`src/rtl/ctrl_pkg.sv`:
```
// Shared constants and types for the control-cell front end: code word geometry,
// the NOP and write opcodes, and the sequencer state encoding.
package ctrl_pkg;

  localparam int BLOCK_BITS = 3;
  localparam int ADDR_BITS  = 6;
  localparam int MODE_BITS  = 2;
  localparam int TOC_WIDTH  = 4;
  localparam int BC         = (BLOCK_BITS + 1) * 2;
  localparam int CODE_W     = TOC_WIDTH + 2 * (BC + ADDR_BITS + MODE_BITS) + 1;

  localparam logic [CODE_W-1:0]    NOP_WORD = '0;
  localparam logic [TOC_WIDTH-1:0] OP_WRITE = 4'b1000;

  typedef enum logic [1:0] {
    IDLE  = 2'd0,
    RUN   = 2'd1,
    FLUSH = 2'd2
  } seq_state_t;

endpackage

```
`src/rtl/seq_fifo.sv`:
```
// Synchronous FIFO, combinational head read; 1-cycle push-to-visible latency.
// Backpressure: push ignored while full, pop ignored while empty.
module seq_fifo #(
  parameter int W     = 42,
  parameter int DEPTH = 8
) (
  input  logic         clk,
  input  logic         rst,
  input  logic         push,
  input  logic         pop,
  input  logic [W-1:0] wdata,
  output logic [W-1:0] rdata,
  output logic         full,
  output logic         empty
);

  localparam int AW = $clog2(DEPTH);

  logic [W-1:0] mem [DEPTH];
  logic [AW:0]  wr_ptr;
  logic [AW:0]  rd_ptr;

  // Extra pointer MSB distinguishes full from empty when the indices match.
  assign empty = (wr_ptr == rd_ptr);
  assign full  = (wr_ptr[AW] != rd_ptr[AW]) && (wr_ptr[AW-1:0] == rd_ptr[AW-1:0]);
  assign rdata = mem[rd_ptr[AW-1:0]];

  always_ff @(posedge clk or posedge rst) begin
    if (rst) begin
      wr_ptr <= '0;
      rd_ptr <= '0;
    end else begin
      if (push && !full) wr_ptr <= wr_ptr + 1'b1;
      if (pop && !empty) rd_ptr <= rd_ptr + 1'b1;
    end
  end

  always_ff @(posedge clk) begin
    if (push && !full) mem[wr_ptr[AW-1:0]] <= wdata;
  end

endmodule

```
`src/rtl/cfg_sequencer.sv`:
```
// Buffers tagged code words and issues one per cycle to the control cell; first word 2 cycles after start.
// Backpressure: in_ready = !full only; stall inserts NOPs without consuming entries or repeats.
module cfg_sequencer
  import ctrl_pkg::*;
#(
  parameter int BLOCK_BITS = ctrl_pkg::BLOCK_BITS,
  parameter int ADDR_BITS  = ctrl_pkg::ADDR_BITS,
  parameter int MODE_BITS  = ctrl_pkg::MODE_BITS,
  parameter int TOC_WIDTH  = ctrl_pkg::TOC_WIDTH,
  parameter int CODE_W     = TOC_WIDTH + 2 * ((BLOCK_BITS + 1) * 2 + ADDR_BITS + MODE_BITS) + 1,
  parameter int DEPTH      = 8,
  parameter int REP_BITS   = 4,
  parameter int FLUSH_CYC  = 3
) (
  input  logic                clk,
  input  logic                rst,
  input  logic                start,
  input  logic                stall,
  input  logic                in_valid,
  output logic                in_ready,
  input  logic [CODE_W-1:0]   in_code,
  input  logic [REP_BITS-1:0] in_rep,
  input  logic                in_last,
  output logic [CODE_W-1:0]   code_out,
  output logic                busy,
  output logic                done,
  output logic                underrun,
  output logic [7:0]          issued
);

  localparam int ENT_W = CODE_W + REP_BITS + 1;
  localparam int FC_W  = (FLUSH_CYC > 1) ? $clog2(FLUSH_CYC) : 1;

  seq_state_t state, state_nxt;

  logic                full, empty, push, pop;
  logic                issue, start_run, set_underrun, done_nxt;
  logic [ENT_W-1:0]    wr_ent, head;
  logic [CODE_W-1:0]   head_code;
  logic [REP_BITS-1:0] head_rep;
  logic                head_last;
  logic [REP_BITS-1:0] rep_cnt;
  logic [FC_W-1:0]     flush_cnt;

  assign in_ready = !full;
  assign push     = in_valid && in_ready;
  assign wr_ent   = {in_last, in_rep, in_code};
  assign {head_last, head_rep, head_code} = head;
  assign busy     = (state != IDLE);

  seq_fifo #(
    .W     (ENT_W),
    .DEPTH (DEPTH)
  ) u_fifo (
    .clk   (clk),
    .rst   (rst),
    .push  (push),
    .pop   (pop),
    .wdata (wr_ent),
    .rdata (head),
    .full  (full),
    .empty (empty)
  );

  always_ff @(posedge clk or posedge rst) begin
    if (rst) state <= IDLE;
    else     state <= state_nxt;
  end

  always_comb begin
    state_nxt    = state;
    start_run    = 1'b0;
    pop          = 1'b0;
    issue        = 1'b0;
    set_underrun = 1'b0;
    done_nxt     = 1'b0;
    unique case (state)
      IDLE: begin
        if (start && !empty) begin
          state_nxt = RUN;
          start_run = 1'b1;
        end
      end
      RUN: begin
        if (!stall) begin
          if (empty) begin
            set_underrun = 1'b1;
          end else begin
            issue = 1'b1;
            // Compare before increment so rep = max still gives 2^REP_BITS issues.
            if (rep_cnt == head_rep) begin
              pop = 1'b1;
              if (head_last) state_nxt = FLUSH;
            end
          end
        end
      end
      FLUSH: begin
        if (flush_cnt == FC_W'(FLUSH_CYC - 1)) begin
          done_nxt  = 1'b1;
          state_nxt = IDLE;
        end
      end
      default: state_nxt = IDLE;
    endcase
  end

  always_ff @(posedge clk or posedge rst) begin
    if (rst) begin
      code_out  <= '0;
      done      <= 1'b0;
      underrun  <= 1'b0;
      issued    <= 8'd0;
      rep_cnt   <= '0;
      flush_cnt <= '0;
    end else begin
      code_out <= issue ? head_code : '0;
      done     <= done_nxt;
      if (start_run) begin
        issued   <= 8'd0;
        underrun <= 1'b0;
      end else begin
        if (issue)        issued   <= issued + 8'd1;
        if (set_underrun) underrun <= 1'b1;
      end
      if (issue) rep_cnt <= pop ? '0 : rep_cnt + 1'b1;
      // Held at zero outside FLUSH so it starts from zero on entry.
      if (state == FLUSH) flush_cnt <= flush_cnt + 1'b1;
      else                flush_cnt <= '0;
    end
  end

endmodule

```
`config.mk`:
```
export PLATFORM = sky130hd
export DESIGN_NAME = cfg_sequencer
export DESIGN_NICKNAME = d
export VERILOG_FILES = /design/src/rtl/ctrl_pkg.sv /design/src/rtl/seq_fifo.sv /design/src/rtl/cfg_sequencer.sv
export SDC_FILE = /design/constraint.sdc
export NUM_CORES = 1
export LEC_CHECK = 0
export ABC_AREA = 1
export CORE_MARGIN = 2
export CORE_UTILIZATION = 50
export DETAILED_ROUTE_END_ITERATION = 10
export PLACE_DENSITY_LB_ADDON = 0.08
export SETUP_SLACK_MARGIN = 0.15
export SYNTH_ARGS = -nofsm -noshare
export SYNTH_HDL_FRONTEND = slang
export SYNTH_HIERARCHICAL = 1
export SYNTH_SLANG_ARGS = --single-unit
```
`constraint.sdc`:
```
create_clock -name clk -period 3.6 [get_ports clk]
set_input_delay 0.9 -clock clk [delete_from_list [all_inputs] [get_ports clk]]
set_output_delay 0.9 -clock clk [all_outputs]
set_load 0.03 [all_outputs]
```
==> reports/metrics.cfg, run 1 <==
[sta]
fin_ws_ns = 0.303
fin_crit_ns = 3.30
rsz0062_at_grt = false
clock_skew_ns = 0.0237
fin_crit_sh_pct = 91.6
fin_tns_setup_ns = 0
worst_pin_slew_ns = 0.767
slew_headroom_pct = 48.9
finalHoldViolations = 0
finalSetupViolations = 0
slew_violations = 0
fmax_mhz = 303

[clocking]
clock_latency_ns = 0.54
path_clk_slew_ns = 0.06
cts_tree = done
cts_hold_buf = 0
ctsResizeCount = 0
numClockSinks = 399
htreeDepth = 2
post_cts_buffers = 0
clockRootBuffer = clkbuf_16
cts-buffers-inserted = 42
clock_path_buffers = 3

[flow_run]
maxCapViolCount = 0

[global_routing]
grt_overflow_total = 0
grt_pass1_wl_mm = 55.6
track_usage_pct = 21.8
grt_start_max_net_pins = 74
antenna_found_initial = 0
grt_pass1_vias = 9918

[layout]
antenna_cells = 0
final_util_pct = 59.2
final_common_cell = edfxtp_1
area_growth_pct = 17.5
finalNonFillerCells = 1824
drive_above_1_share_pct = 8.23
fillCellCount = 2532
layout_common_cells = 336 x edfxtp_1, 222 x nor2_1, 199 x nand2_1
nets = 1440

[power_and_ir_drop]
seq_power_share_pct = 42.6
p_per_area_nw_per_um2 = 785
internal-power_mw = 9.68
pwr-share-clk_pct = 28.7
switching_share_pct = 33.5
power_frac_comb_pct = 28.7
power_switching_mw = 4.88
irDropWorstVdd_mv = 0.552
leakage_nw = 6.94
totalPowerFinal_mw = 14.6

[critical_path]
timing.rr.start = u_fifo/rd_ptr[0]$_DFFE_PP0P_
endpoint = in_ready
startpoint = u_fifo/rd_ptr[0]$_DFFE_PP0P_
reg2reg_depth = 10
cpPeakStageDelay_ns = 0.65
cpLargestDelayFamily = buffers and inverters
crit_slowest_cell = dfrtp_4
setup.worst_path.end_class = output port
crit_fanout = 45
cp.depth = 7
crit_top_cell = inv_1
worstPathRequired_ns = 2.70
cp.arrival_ns = 2.40
cp-start-kind = flip-flop
critical_path_class = reg -> out
cp_num_buf_inv = 4
crit_chain = inv_4, nand2_1, nand2_2, nand4_4, inv_1, inv_1, buf_4
r2r-end = u_fifo/mem[4][10]$_DFFE_PP_
worst-r2r-setup-slack_ns = 0.61

[place]
dpl.cell_count = 1746
numPortBuffers = 95
dpl.hpwl_mm = 19.7
pre_cts_ws_ns = 0.614
gp_congestion = 0.751

[floorplanning]
start_util_pct = 50.4
dieHeight_um = 182
dieArea_um2 = 33000
die_w_um = 182
core_um2 = 31300
fp-row-count = 65
io_pins = 96

[logic_synthesis]
syn_nets = 1344
ys_seq_elements = 399
ys_warn_count = 6
seq_area_frac_synth_pct = 73.9
syn_area_um2 = 15800
yosys.cell_types.count = 34
netlist_instances = 1292
syn_area_per_cell_um2 = 12.2

[drt]
drc = 0
vias_per_cell = 5.43
wirelength_mm = 34.9
first_pass_iters = 6
drtIter0Drc = 856
routedWlPerCell_um = 19.1
route.vias.total = 9898
postRouteAntennaNets = 0

[hold_path]
min_path_type = reg -> reg
hp-start = flush_cnt[0]$_DFF_PP0_

[outcome]
status = finished clean

-- per-stage QoR --
stage | hold slack (ns) | area (µm²)
2_1_floorplan | 0.403 | 15800
4_1_cts | 0.445 | 18500
3_3_place_gp | 0.416 | 17200
5_1_grt | 0.487 | 18500
3_5_place_dp | 0.428 | 17200
6_report | 0.447 | 18500
-- power by group through the flow --
stage	Sequential [mW]	Clock [mW]	Combinational, mW
3_3_place_gp	6.29	0	4.17
3_5_place_dp	6.30	0	4.19
6_report	6.20	4.17	4.18
4_1_cts	6.21	4.25	4.22
2_1_floorplan	6.61	0	2.49
5_1_grt	6.28	4.48	4.66
-- logic make-up after synthesis --
family          count (synthesis)  share of synthesized area [%]
fa+ha+maj                       5                          0.397
buf+inv                       150                           4.39
compound gates                262                           9.03
xor+xnor                        5                          0.278
simple gates                  471                           12.0
flops                         399                           73.9
-- per-layer routing --
layer | part of all wire (%) | track usage (%)
met4 | 1.8 | 5.11
met3 | 5.0 | 3.05
met1 | 45 | 30.0
met5 | 0 | 0
met2 | 49 | 37.0
-- layout make-up --
type                    count  area [µm²]  share of cell area (%)
clock buffers              58        1150                    6.21
repair buffers            122        1250                    6.75
inverters                  80         303                    1.63
multi-input cells         743        3470                    18.7
well taps                 402         503                    2.71
clock inverters            20         189                    1.02
flip-flops and latches    399       11700                    63.0
-- how the worst min path moves through the flow --
stage                     slack, ns                endpoint  depth (start not counted)
final                          0.45  flush_cnt[0]$_DFF_PP0_                          1
after global routing           0.49  flush_cnt[0]$_DFF_PP0_                          1
after CTS                      0.44  flush_cnt[0]$_DFF_PP0_                          1
after detailed placement       0.43  flush_cnt[0]$_DFF_PP0_                          1
after global placement         0.42  flush_cnt[0]$_DFF_PP0_                          1
after floorplan                0.40  flush_cnt[0]$_DFF_PP0_                          1
-- registers in the layout, summed over array words and instances (netlist names) --
signal and cells:
state 2, u_fifo/wr_ptr 4, flush_cnt 2, u_fifo/mem 336, done 1, underrun 1
u_fifo/rd_ptr 4, issued 8, code_out 37, rep_cnt 4
-- synthesized netlist by cell type --
cell,number,share of area (%)
a21oi_1,2,0.063
a22o_1,1,0.056
and3b_1,1,0.056
buf_1,4,0.095
buf_2,24,0.76
buf_4,13,0.62
buf_6,6,0.43
clkbuf_1,20,0.48
clkbuf_2,3,0.095
dfrtp_1,63,10
edfxtp_1,336,64
ha_1,5,0.40
inv_1,76,1.8
inv_2,3,0.071
inv_4,1,0.040
nand2_1,199,4.7
nand2_2,8,0.32
nand2_4,1,0.071
nand3_1,21,0.67
nand4_1,5,0.20
nand4_4,1,0.13
nor2_1,229,5.4
nor2_2,1,0.040
nor2_4,2,0.14
nor3_1,1,0.032
nor3_2,1,0.063
nor3b_1,1,0.048
o21a_1,1,0.048
o21ai_0,141,4.5
o21ai_1,32,1.0
o21bai_1,1,0.048
o22ai_1,84,3.3
xnor2_1,2,0.11
xor2_1,3,0.17
(Power assumes the default switching activity.)
==> run 2, diff against run 1 <==
--- a/config.mk
+++ b/config.mk
@@ -11,6 +11,7 @@
 export DETAILED_ROUTE_END_ITERATION = 10
 export PLACE_DENSITY_LB_ADDON = 0.08
 export SETUP_SLACK_MARGIN = 0.15
+export SKIP_CTS_REPAIR_TIMING = 1
 export SYNTH_ARGS = -nofsm -noshare
 export SYNTH_HDL_FRONTEND = slang
 export SYNTH_HIERARCHICAL = 1
==> results of run 2 <==
The final DEF is identical to that of run 1; final timing and power are the same.
